$ cat src/rtl/cpu_pkg.sv
// Shared fetch-path definitions: instruction granule, default reset vector
// and the prefetch queue entry layout for the default widths.
package cpu_pkg;

   localparam int unsigned INSTR_BYTES    = 4;
   localparam int unsigned WORDSIZE_DEF   = 64;
   localparam int unsigned INSTR_SIZE_DEF = 32;
   localparam logic [63:0] RESET_ADDR_DEF = 64'h0;

   typedef struct packed {
      logic [INSTR_SIZE_DEF-1:0] instr;
      logic [WORDSIZE_DEF-1:0]   pc;
   } fetch_entry_t;

endpackage

$ cat src/rtl/fetch_queue.sv
// Prefetch queue: small synchronous FIFO holding {instr, pc} entries.
// Flush wins over push/pop. The head is read straight from storage so the
// instruction outputs are register-driven. Never pushed when full: the
// parent only issues requests it has a slot for.
module fetch_queue #(
   parameter int DEPTH = 2,
   parameter int WIDTH = 96
) (
   input  logic                   clk,
   input  logic                   rst_n,
   input  logic                   push,
   input  logic [WIDTH-1:0]       push_data,
   input  logic                   pop,
   input  logic                   flush,
   output logic [$clog2(DEPTH):0] occupancy,
   output logic [WIDTH-1:0]       head
);

   localparam int PTR_W = $clog2(DEPTH);

   logic [WIDTH-1:0] mem [DEPTH];
   logic [PTR_W-1:0] wr_ptr;
   logic [PTR_W-1:0] rd_ptr;

   // Storage, pointers and occupancy; pointers wrap naturally (DEPTH is 2^n)
   always_ff @(posedge clk or negedge rst_n) begin
      if (!rst_n) begin
         for (int i = 0; i < DEPTH; i++) mem[i] <= '0;
         wr_ptr    <= '0;
         rd_ptr    <= '0;
         occupancy <= '0;
      end else if (flush) begin
         wr_ptr    <= '0;
         rd_ptr    <= '0;
         occupancy <= '0;
      end else begin
         if (push) begin
            mem[wr_ptr] <= push_data;
            wr_ptr      <= wr_ptr + PTR_W'(1);
         end
         if (pop) rd_ptr <= rd_ptr + PTR_W'(1);
         case ({push, pop})
            2'b10:   occupancy <= occupancy + 1'b1;
            2'b01:   occupancy <= occupancy - 1'b1;
            default: occupancy <= occupancy;
         endcase
      end
   end

   assign head = mem[rd_ptr];

endmodule

$ cat src/rtl/instruction_fetch_unit.sv
// Handshaked instruction fetcher. Owns the fetch PC, issues in-order word
// requests against a credit limit so every response has a queue slot, and
// squashes in-flight responses on redirect.
// Optional feature macro: FETCH_MISALIGN_CHECK_EN -- a misaligned redirect
// sets a sticky error and halts issue until an aligned redirect. Without it
// the low two address bits of a redirect are ignored.
module instruction_fetch_unit
   import cpu_pkg::*;
#(
   parameter int                  WORDSIZE         = 64,
   parameter int                  INSTRUCTION_SIZE = 32,
   parameter int                  DEPTH            = 2,
   parameter logic [WORDSIZE-1:0] RESET_ADDR       = WORDSIZE'(RESET_ADDR_DEF)
) (
   input  logic                        clk,
   input  logic                        rst_n,
   input  logic                        redirect_valid,
   input  logic [WORDSIZE-1:0]         redirect_addr,
   output logic                        req_valid,
   input  logic                        req_ready,
   output logic [WORDSIZE-1:0]         req_addr,
   input  logic                        resp_valid,
   input  logic [INSTRUCTION_SIZE-1:0] resp_data,
   output logic                        instr_valid,
   input  logic                        instr_ready,
   output logic [INSTRUCTION_SIZE-1:0] instr,
   output logic [WORDSIZE-1:0]         instr_pc,
   output logic                        misalign_err
);

   localparam int CNT_W   = $clog2(DEPTH + 1) + 1;
   localparam int OCC_W   = $clog2(DEPTH) + 1;
   localparam int ENTRY_W = INSTRUCTION_SIZE + WORDSIZE;
   localparam logic [WORDSIZE-1:0] STEP    = WORDSIZE'(INSTR_BYTES);
   localparam logic [CNT_W:0]      DEPTH_C = (CNT_W + 1)'(DEPTH);

   logic [WORDSIZE-1:0] fetch_pc;
   logic [WORDSIZE-1:0] resp_pc;
   logic [WORDSIZE-1:0] redirect_pc;
   logic [CNT_W-1:0]    outstanding;
   logic [CNT_W-1:0]    drop_cnt;
   logic [OCC_W-1:0]    occupancy;
   logic [ENTRY_W-1:0]  head;
   logic [CNT_W:0]      in_use;
   logic                halt;
   logic                credit;
   logic                req_fire;
   logic                drop_resp;
   logic                push;
   logic                pop;

`ifdef FETCH_MISALIGN_CHECK_EN
   logic misalign_q;

   // Sticky misalignment flag: every redirect re-evaluates it
   always_ff @(posedge clk or negedge rst_n) begin
      if (!rst_n)              misalign_q <= 1'b0;
      else if (redirect_valid) misalign_q <= |redirect_addr[1:0];
   end

   assign redirect_pc  = redirect_addr;
   assign halt         = misalign_q;
   assign misalign_err = misalign_q;
`else
   assign redirect_pc  = redirect_addr & ~WORDSIZE'(3);
   assign halt         = 1'b0;
   assign misalign_err = 1'b0;
`endif

   // Queue slots already spoken for: buffered entries plus in-flight requests
   assign in_use    = (CNT_W + 1)'(occupancy) + (CNT_W + 1)'(outstanding);
   assign credit    = in_use < DEPTH_C;
   // rst_n gating keeps the request port quiet while held in reset
   assign req_valid = rst_n && !redirect_valid && !halt && credit;
   assign req_addr  = fetch_pc;
   assign req_fire  = req_valid && req_ready;

   assign drop_resp   = resp_valid && (drop_cnt != '0);
   assign push        = resp_valid && !drop_resp && !redirect_valid;
   assign instr_valid = (occupancy != '0) && !redirect_valid;
   assign pop         = instr_valid && instr_ready;

   // PCs, in-flight count and squash count; redirect overrides the PCs
   always_ff @(posedge clk or negedge rst_n) begin
      if (!rst_n) begin
         fetch_pc    <= RESET_ADDR;
         resp_pc     <= RESET_ADDR;
         outstanding <= '0;
         drop_cnt    <= '0;
      end else begin
         if (req_fire) fetch_pc <= fetch_pc + STEP;
         if (push)     resp_pc  <= resp_pc + STEP;

         case ({req_fire, resp_valid})
            2'b10:   outstanding <= outstanding + CNT_W'(1);
            2'b01:   if (outstanding != '0) outstanding <= outstanding - CNT_W'(1);
            default: outstanding <= outstanding;
         endcase

         if (redirect_valid) begin
            fetch_pc <= redirect_pc;
            resp_pc  <= redirect_pc;
            // outstanding already includes responses marked by an earlier
            // redirect, so after this one every in-flight response is stale;
            // a response landing this cycle is itself discarded.
            if (resp_valid && outstanding != '0) drop_cnt <= outstanding - CNT_W'(1);
            else                                 drop_cnt <= outstanding;
         end else if (drop_resp) begin
            drop_cnt <= drop_cnt - CNT_W'(1);
         end
      end
   end

   fetch_queue #(
      .DEPTH (DEPTH),
      .WIDTH (ENTRY_W)
   ) u_fetch_queue (
      .clk       (clk),
      .rst_n     (rst_n),
      .push      (push),
      .push_data ({resp_data, resp_pc}),
      .pop       (pop),
      .flush     (redirect_valid),
      .occupancy (occupancy),
      .head      (head)
   );

   assign instr    = head[ENTRY_W-1:WORDSIZE];
   assign instr_pc = head[WORDSIZE-1:0];

endmodule

$ cat config.mk
export PLATFORM = sky130hd
export DESIGN_NAME = instruction_fetch_unit
export DESIGN_NICKNAME = d
export VERILOG_FILES = /design/src/rtl/cpu_pkg.sv /design/src/rtl/fetch_queue.sv /design/src/rtl/instruction_fetch_unit.sv
export SDC_FILE = /design/constraint.sdc
export NUM_CORES = 1
export LEC_CHECK = 0
export BUFFER_PORTS_ARGS = -buffer_cell sky130_fd_sc_hd__buf_4
export CORE_AREA = 2 2 174 193
export CTS_CLUSTER_DIAMETER = 50
export DETAILED_ROUTE_END_ITERATION = 7
export DIE_AREA = 0 0 176 195
export PLACE_DENSITY_LB_ADDON = 0.1
export SLEW_MARGIN = 25
export SYNTH_ARGS = -nofsm -noshare
export SYNTH_HDL_FRONTEND = slang
export SYNTH_SLANG_ARGS = --single-unit
$ cat constraint.sdc
create_clock -name clk -period 7.5 [get_ports clk]
set_input_delay 1.5 -clock clk [delete_from_list [all_inputs] [get_ports clk]]
set_output_delay 1.5 -clock clk [all_outputs]
set_load 0.01 [all_outputs]
==> results of run 1 <==
state kept, by name, indices dropped and copies added (netlist names):
name / count
outstanding: 3
u_fetch_queue.occupancy: 2
req_addr: 62
resp_pc: 62
u_fetch_queue.mem: 188
drop_cnt: 3
u_fetch_queue.wr_ptr: 1
u_fetch_queue.rd_ptr: 1
layout make-up:
class	instances	area [sq um]	share of cell area, %
Multi-Input combinational cell	994	7570	38.6
Inverter	23	86.3	0.440
Clock buffer	51	1090	5.58
Clock inverter	16	183	0.932
Sequential cell	322	8060	41.1
Timing Repair Buffer	276	2080	10.6
Tap cell	426	533	2.72
path summary, 6_finish.rpt:
kind / start / end / slack [ns] / cells after the start
min reg2reg: u_fetch_queue.mem[44] / u_fetch_queue.mem[44] / 0.47 / 2
min in group asynchronous: rst_n / u_fetch_queue.mem[185] / 0.93 / 1
max in group asynchronous: rst_n / u_fetch_queue.mem[91] / 4.60 / 3
max reg2reg: u_fetch_queue.occupancy[0] / req_addr[57] / 4.11 / 8
min: u_fetch_queue.mem[44] / u_fetch_queue.mem[44] / 0.47 / 2
max: redirect_valid / req_valid / 3.07 / 4
routing by layer:
layer | share of wire [%] | routed length, um
met5 | 0 | 0
met4 | 2.8 | 1220
met3 | 6.7 | 2890
met2 | 47 | 20500
met1 | 43 | 18700
synthesized netlist by cell type, types with 3 or more instances:
cell | count | share of area (%)
a21boi_0 | 5 | 0.23
o21ai_0 | 88 | 2.8
nor3_1 | 26 | 0.81
o31a_1 | 4 | 0.22
and4_1 | 9 | 0.49
or4_4 | 3 | 0.21
o21ai_1 | 3 | 0.094
a41oi_1 | 3 | 0.16
buf_2 | 6 | 0.19
clkbuf_1 | 56 | 1.3
and2_1 | 7 | 0.27
a21oi_1 | 17 | 0.53
inv_1 | 22 | 0.52
nand3_1 | 55 | 1.7
or4_1 | 7 | 0.33
mux2i_1 | 7 | 0.44
a31oi_1 | 11 | 0.43
and3_1 | 21 | 0.82
o311ai_0 | 16 | 0.88
ha_1 | 8 | 0.63
buf_4 | 6 | 0.28
mux2_2 | 294 | 21
nand2_1 | 134 | 3.1
nand2b_1 | 5 | 0.20
nor4_1 | 18 | 0.70
nor2_1 | 51 | 1.2
or3_1 | 8 | 0.31
o211ai_1 | 25 | 1.2
xor2_1 | 30 | 1.6
buf_1 | 11 | 0.26
nand4_1 | 49 | 1.9
xnor2_1 | 50 | 2.7
dfrtp_1 | 322 | 50
stage by stage:
step	instance area (sq um)	hold WS (ns)
final	19600	0.474
after global routing	19600	0.512
after CTS	19600	0.479
after detailed placement	18300	0.465
after global placement	18300	0.456
after floorplan	16000	0.444
worst max-delay path: stages:
cell and delay, ns:
buf_4 0.35, buf_4 0.69, nor4b_1 0.14, buf_4 0.19
kinds of logic (layout without fill, tap and decap cells):
logic type      after synthesis  count (layout)  synth area share (%)
simple gates                413             413                  13.5
flops                       322             322                  50.4
mux                         301             301                  21.1
fa+ha+maj                     9               9                 0.751
compound gates              186             186                  7.23
buf+inv                     102             366                  2.58
xor+xnor                     80              80                  4.38
other cells                   1               5                0.0234
power groups by stage:
stage | Sequential, uW | Combinational, uW | Clock [uW]
global placement | 2570 | 1840 | 0
global route | 2650 | 2020 | 1980
finish | 2580 | 1850 | 1870
detailed placement | 2610 | 1870 | 0
CTS | 2580 | 1880 | 1910
floorplan | 2510 | 1130 | 0
==> results_dict.tcl, run 1 <==
set metrics [dict create \
    status "completed" \
    synth_enable_flop_cells 0 \
    grt_busiest_layer "met2" \
    dpl.hpwl_mm 30.0 \
    power.leakage_uw 0.00864 \
    grt_pass1_vias 12000 \
    setup_tns_ns 0 \
    worst_pin_slew_ns 0.947 \
    insertedDiodeCount 0 \
    worst_slack_ns 3.07 \
    synthArstFlopShare_pct 100 \
    utilization_pct 60.9 \
    grt_overflow 0 \
    post-place-cells 2041 \
    yosys_register_bits 322 \
    final_hold_viol_count 0 \
    core_sq_um 32200 \
    final_cell_mix "321 x dfrtp_1, 294 x mux2_2, 274 x buf_4" \
    vias 12200 \
    port_buffers 257 \
    yosysSeqAreaShare_pct 50.4 \
    final_nets 1767 \
    grt_max_degree 78 \
    cts_resized 0 \
    wl_mm 43.3 \
    ys.flop_type "dfrtp_1" \
    drcViolationCount 0 \
    cap_violations 0 \
    relSlewSlack_pct 36.3 \
    worst_clock_skew_ns 0.0103 \
    syn_to_final_growth_pct 22.6 \
    drv_slew 0 \
    antenna_found_initial 0 \
    start_util_pct 49.7 \
    clock_sinks 322 \
    syn_area_per_cell_sq_um 11.3 \
    worstPathArrival_ns 2.93 \
    met2_usage_pct 40.5 \
    clk_pin_slew_worst_paths_ns 0.06 \
    min_path_type "reg2reg" \
    post_cts_buffers 0 \
    gp_routability_congestion 0.873 \
    cts_tree "built" \
    clkLatencyLatePin_ns 0.52 \
    avgRoutedWirePerCell_um 20.5 \
    period_minus_slack_ns 4.43 \
    yosysUniqueCellTypes 60 \
    fill_cells 2716 \
    total_power_uw 6300 \
    syn_area_sq_um 16000 \
    fmax_mhz 225 \
    post-route-period-util_pct 59.1 \
    grt_util_met3_pct 4.89 \
    critPathMaxFanout 77 \
    ioPinCount 265 \
    setup_viol 0 \
    fp.dieH_um 195 \
    end_kind "primary output" \
    rsz0062_at_grt "false" \
    dp_slack_ns 3.06 \
    final_antenna_net_count 0 \
    cts_hold_buf 0 \
    fin_cells 2108 \
    die_w_um 176 \
    grt_pass1_wl_mm 67.9 \
    cts-htree-levels 2 \
    final_common_cell "dfrtp_1" \
    synth_cells 1414 \
    critPathLaunchType "input port" \
    drt-pass1-iter-count 5 \
    num_rows 69 \
    cts_root_buffer "clkbuf_16" \
    viasPerCell 5.79 \
    switchingPower_uw 1860 \
    comb_power_share_pct 29.4 \
    grtUsageTotal_pct 25.0 \
    ir_worst_vdd_mv 0.197 \
    sw_frac_of_total_pct 29.5 \
    powerDensity_nw_per_um2 321 \
    internal-power_uw 4440 \
    layout-drive-gt1-share_pct 38.8 \
    power.share.sequential_pct 41.0 \
    die-area_sq_um 34300 \
    drt_iter0_markers 878 \
    clkPwrFrac_pct 29.6 \
    crit_type "in2out" \
    numCtsBuffers 39 \
    yosysWarnings 0 \
    clk_path_buf_depth 3 \
    grt_use_met1_pct 34.3 \
    worstPathRequired_ns 6.00 \
]
Power figures use the tool's default switching activity.
==> run 2, diff against run 1 <==
==> constraint.sdc (replaced) <==
create_clock -name clk -period 3.8 [get_ports clk]
set_input_delay 0.76 -clock clk [delete_from_list [all_inputs] [get_ports clk]]
set_output_delay 0.76 -clock clk [all_outputs]
set_load 0.01 [all_outputs]
==> run 2 against run 1 <==
Worst hold slack got worse by 0.13 ns; routed wire length decreased by 0.22%; clock skew up 0.0016 ns; register-to-register slack got worse by 3.4 ns; critical endpoint unchanged; largest power group unchanged; clock power is 94% higher; final area rose by 0.72%; sequential power grew 97%; final cell count rose by 0.38%; flip-flop and latch count unchanged; combinational power increased by 100%.
==> results_dict.tcl, run 2 (synthesis gave the netlist of run 1 again) <==
set metrics [dict create \
    fill_cells 2719 \
    worst-r2r-setup-slack_ns 0.76 \
    post_cts_buffers 0 \
    clk_pin_slew_worst_paths_ns 0.06 \
    drcViolationCount 0 \
    critPathMaxFanout 6 \
    setup_viol 0 \
    final_nets 1776 \
    cts_hold_buf 0 \
    min_path_type "in2async" \
    wl_mm 43.2 \
    largest_register_ffs 188 \
    end_kind "primary output" \
    final_cell_mix "321 x dfrtp_1, 294 x mux2_2, 278 x buf_4" \
    status "completed" \
    numCtsBuffers 38 \
    dpl.hpwl_mm 30.3 \
    clock_sinks 322 \
    powerDensity_nw_per_um2 628 \
    ioPinCount 265 \
    final_common_cell "dfrtp_1" \
    clk_path_buf_depth 3 \
    worst_clock_skew_ns 0.0119 \
    top_register "u_fetch_queue.mem" \
    cts_root_buffer "clkbuf_16" \
    insertedDiodeCount 0 \
    avgRoutedWirePerCell_um 20.4 \
    layout-drive-gt1-share_pct 39.2 \
    syn_to_final_growth_pct 23.5 \
    r2r-start "u_fetch_queue.occupancy[0]" \
    rsz0062_at_grt "false" \
    antenna_found_initial 0 \
    cts_tree "built" \
    relSlewSlack_pct 38.4 \
    grt_pass1_vias 12100 \
    cts_resized 0 \
    vias 12000 \
    grt_overflow 0 \
    cts-htree-levels 2 \
    clkLatencyLatePin_ns 0.52 \
    worst_pin_slew_ns 0.916 \
    die_w_um 176 \
    post-route-period-util_pct 82.4 \
    start_util_pct 49.7 \
    grt_max_degree 176 \
    die-area_sq_um 34300 \
    grt_pass1_wl_mm 67.5 \
    final_antenna_net_count 0 \
    worstPathArrival_ns 2.37 \
    num_rows 69 \
    crit_type "reg2out" \
    worstPathRequired_ns 3.04 \
    startpoint "u_fetch_queue.occupancy[0]" \
    critPathLaunchType "register" \
    drv_slew 0 \
    gp_routability_congestion 0.856 \
    whs_ns 0.344 \
    cap_violations 0 \
    drt_iter0_markers 575 \
    grtUsageTotal_pct 24.9 \
    final_hold_viol_count 0 \
    core_sq_um 32200 \
    fmax_mhz 319 \
    power.leakage_uw 0.00873 \
    viasPerCell 5.69 \
    setup_tns_ns 0 \
    port_buffers 257 \
    rr_endpoint "req_addr[32]" \
    ir_worst_vdd_mv 0.338 \
    fp.dieH_um 195 \
    drt-pass1-iter-count 5 \
    rr_worst_depth 9 \
    period_minus_slack_ns 3.13 \
]
-- run 2: worst max path at each step --
stage               slack [ns]  cells past startpoint          end
finish                    0.67                      6    req_valid
floorplan                 1.21                      5  instr_valid
CTS                       0.68                      6    req_valid
global route              0.52                      6    req_valid
global placement          0.77                      8  resp_pc[62]
detailed placement        0.76                      8  resp_pc[62]
-- run 2: worst max-delay path: stages, from the launching register on --
cell,delay (ns)
dfrtp_1,0.45
and2_1,0.18
fa_1,0.38
nor2_1,0.10
a21oi_1,0.07
nor4b_1,0.46
buf_4,0.22
-- run 2: final cells by class --
class                           instances  area [sq um]  area share (%)
Inverter                               23          86.3           0.437
Timing Repair Buffer                  286          2250            11.4
Sequential cell                       322          8060            40.8
Tap cell                              426           533            2.70
Clock inverter                         10          87.6           0.443
Multi-Input combinational cell        994          7560            38.3
Clock buffer                           55          1170            5.92
-- run 2: per-stage QoR --
| step | cells | utilization (%) | area [sq um] | setup WS (ns) | power (uW) |
|---|---|---|---|---|---|
| 2_1_floorplan | 1418 | - | 16000 | 1.21 | 7170 |
| 3_3_place_gp | 2050 | 57.3 | 18500 | 0.774 | 8740 |
| 3_5_place_dp | 2050 | 57.3 | 18500 | 0.756 | 8860 |
| 4_1_cts | 2115 | 61.3 | 19700 | 0.680 | 12500 |
| 5_1_grt | 2116 | 61.3 | 19800 | 0.516 | 13100 |
| 6_report | 2116 | 61.3 | 19800 | 0.670 | 12400 |
-- run 2: routing by layer --
metal	vias up	part of all wire [%]	global-route usage (%)
li1	5669	-	-
met1	5981	45	34.3
met2	319	46	39.3
met3	72	5.8	5.63
met4	0	3.2	8.05
met5	-	0	0
-- run 2: power breakdown --
group | leakage, uW | internal, uW | switching (uW)
sequential | 0.00405 | 4420 | 656
clock | 0.000618 | 2200 | 1420
combinational | 0.00407 | 2130 | 1580
==> run 3, diff against run 2 <==
--- a/config.mk
+++ b/config.mk
@@ -5,11 +5,12 @@
 export SDC_FILE = /design/constraint.sdc
 export NUM_CORES = 1
 export LEC_CHECK = 0
+export ABC_AREA = 1
 export BUFFER_PORTS_ARGS = -buffer_cell sky130_fd_sc_hd__buf_4
-export CORE_AREA = 2 2 174 193
+export CORE_AREA = 2 2 185 205
 export CTS_CLUSTER_DIAMETER = 50
 export DETAILED_ROUTE_END_ITERATION = 7
-export DIE_AREA = 0 0 176 195
+export DIE_AREA = 0 0 187 207
 export PLACE_DENSITY_LB_ADDON = 0.1
 export SLEW_MARGIN = 25
 export SYNTH_ARGS = -nofsm -noshare
==> constraint.sdc (replaced) <==
create_clock -name clk -period 2.9 [get_ports clk]
set_input_delay 0.58 -clock clk [delete_from_list [all_inputs] [get_ports clk]]
set_output_delay 0.58 -clock clk [all_outputs]
set_load 0.01 [all_outputs]
==> run 3 against run 2 <==
Critical path depth decreased by 3; synthesized area up 13%; sequential power up 30%; core utilization decreased by 1.6 points; final cell count grew 48%; die area grew 13%; flip-flop and latch count unchanged; synthesized cell count grew 68%; clock-buffer cell count is 2 lower; final area rose by 11%; combinational power grew 44%; non-clock buffer count did not move; critical endpoint is now instr[11]; largest cell class is now multi-input gates; largest power group unchanged; highest routed layer unchanged.
==> results_dict.tcl, run 3 <==
set metrics [dict create \
    final_cell_mix "684 x nand2_1, 321 x dfrtp_1, 275 x buf_4" \
    worst_slack_ns 0.214 \
    drcViolationCount 0 \
    drv_slew 0 \
    rr_worst_depth 13 \
    worst_clock_skew_ns 0.0186 \
    whs_ns 0.264 \
    yosysUniqueCellTypes 44 \
    setup_tns_ns 0 \
    synthArstFlopShare_pct 100 \
    cap_violations 0 \
    synth_enable_flop_cells 0 \
    synth_compound_area_share_pct 11.2 \
    r2r-start "outstanding[0]" \
    syn_to_final_growth_pct 21.7 \
    drt-pass1-iter-count 5 \
    grt_pass1_wl_mm 91.8 \
    hold_start "redirect_addr[58]" \
    clkLatencyLatePin_ns 0.55 \
    die-area_sq_um 38700 \
    dp_slack_ns 0.584 \
    synthAdderAreaFrac_pct 0.666 \
    ys.flop_type "dfrtp_1" \
    clk_pin_slew_worst_paths_ns 0.06 \
    grtUsageTotal_pct 30.0 \
    layout-drive-gt1-share_pct 19.0 \
    power.leakage_uw 0.0103 \
    synth_area_leaders "dfrtp_1 45%, nand2_1 14%, o21ai_0 6.5%" \
    final_hold_viol_count 0 \
    core_sq_um 36800 \
    synthMuxAreaShare_pct 5.87 \
    cts-htree-levels 2 \
    critPathMaxFanout 28 \
    vias 17200 \
    yosys-top-cells-count "685 x nand2_1, 322 x dfrtp_1, 237 x nor2_1" \
    syn_area_per_cell_sq_um 7.59 \
    cts_tree "built" \
    min_path_type "in2reg" \
    fp.dieH_um 207 \
    cts_hold_buf 1 \
    ir_worst_vdd_mv 0.677 \
    critPathLaunchType "register" \
    antenna_found_initial 0 \
    yosysSeqAreaShare_pct 44.7 \
    drt_iter0_markers 1474 \
    final_nets 2720 \
    synth_top_cell_area_share_pct 44.7 \
    setup_viol 0 \
    grt_max_degree 181 \
    period_minus_slack_ns 2.69 \
    num_rows 74 \
    synth_cells 2375 \
    final_common_cell "nand2_1" \
    yosysTopAreaCell "dfrtp_1" \
    cts_resized 0 \
    insertedDiodeCount 0 \
    ioPinCount 265 \
    yosys_register_bits 322 \
    worstPathRequired_ns 2.32 \
    syn_area_sq_um 18000 \
    wl_mm 58.5 \
    yosysWarnings 0 \
    worst-r2r-setup-slack_ns 0.56 \
    synth.most_common_cell "nand2_1" \
    rr_endpoint "req_addr[46]" \
    powerDensity_nw_per_um2 793 \
    worstPathArrival_ns 2.11 \
    relSlewSlack_pct 35.2 \
    clk_path_buf_depth 3 \
    post-place-cells 3057 \
    die_w_um 187 \
    status "completed" \
    top_register "u_fetch_queue.mem" \
    port_buffers 257 \
    hold_end "req_addr[58]" \
    post_cts_buffers 0 \
    gp_routability_congestion 0.979 \
    synth_top_family_by_area "simple AND/OR/NAND/NOR gates" \
    clock_sinks 322 \
    fmax_mhz 372 \
    worst_pin_slew_ns 0.973 \
    start_util_pct 49.1 \
    end_kind "primary output" \
    cts_root_buffer "clkbuf_16" \
    synthSimpleGateAreaFrac_pct 28.7 \
    fin_cells 3135 \
    largest_register_ffs 188 \
    grt_pass1_vias 16800 \
    final_antenna_net_count 0 \
    grt_overflow 0 \
    rsz0062_at_grt "false" \
    synth-xor-area-share_pct 1.41 \
    crit_type "reg2out" \
    dpl.hpwl_mm 43.0 \
    hold_path_depth 3 \
    numCtsBuffers 42 \
    avgRoutedWirePerCell_um 18.7 \
    post-route-period-util_pct 92.6 \
    viasPerCell 5.48 \
]
run 3: cell types whose count changed after synthesis, sizes merged, moves of 41 or more:
cell   delta
nand2   +556
nor2    +216
inv     +203
mux2    -200
o21ai   +153
nand3   +123
xnor2    -41
run 3: worst max-delay path by stage:
stage / from / end / depth (start not counted)
after floorplan: u_fetch_queue.rd_ptr / instr[0] / 4
after global placement: outstanding[0] / req_addr[23] / 12
after detailed placement: outstanding[0] / req_addr[46] / 13
after CTS: u_fetch_queue.rd_ptr / instr[11] / 3
after global routing: outstanding[0] / req_valid / 7
final: u_fetch_queue.rd_ptr / instr[11] / 3
run 3: cells by family (layout without fill, tap and decap cells):
| family | count (synthesis) | in the layout |
|---|---|---|
| buf+inv | 327 | 589 |
| fa+ha+maj | 9 | 9 |
| xor+xnor | 29 | 29 |
| flops | 322 | 322 |
| other cells | 1 | 5 |
| mux | 94 | 94 |
| compound gates | 367 | 367 |
| simple gates | 1226 | 1226 |
run 3: routing by layer:
metal  vias to the layer above  part of all wire, %  track usage [%]
met1                      8138                   44             41.2
met5                         -                    0                0
li1                       8249                    -                -
met2                       653                   45             47.8
met4                         0                  4.8             13.5
met3                       145                  6.0             3.47
run 3: power by group:
| part | internal [uW] | total [uW] | switching (uW) | leakage (uW) |
|---|---|---|---|---|
| Sequential | 5610 | 6590 | 980 | 0.00412 |
| Combinational | 2520 | 5340 | 2820 | 0.00543 |
| Clock | 3470 | 5480 | 2010 | 0.000720 |
| Total | 11600 | 17400 | 5810 | 0.0103 |
run 3: critical path: stages (launching register included):
cell	delay, ns
dfrtp_4	0.71
buf_4	0.33
mux2_2	0.37
buf_4	0.14
run 3: final cells by class:
class	count	area, sq um
clock buffer	53	1160
clock inverter	23	315
fill	3463	14800
inverter	227	853
multi-input combinational	1730	8660
sequential	322	8060
tap	494	618
timing repair buffer	286	2280
run 3: per-stage QoR:
stage | cell area, sq um | total power [uW] | util (%)
after floorplan | 18000 | 9530 | -
after global placement | 20400 | 11800 | 55.6
after detailed placement | 20400 | 11900 | 55.6
after CTS | 21900 | 17500 | 59.6
after global routing | 22000 | 18500 | 59.7
final | 22000 | 17400 | 59.7
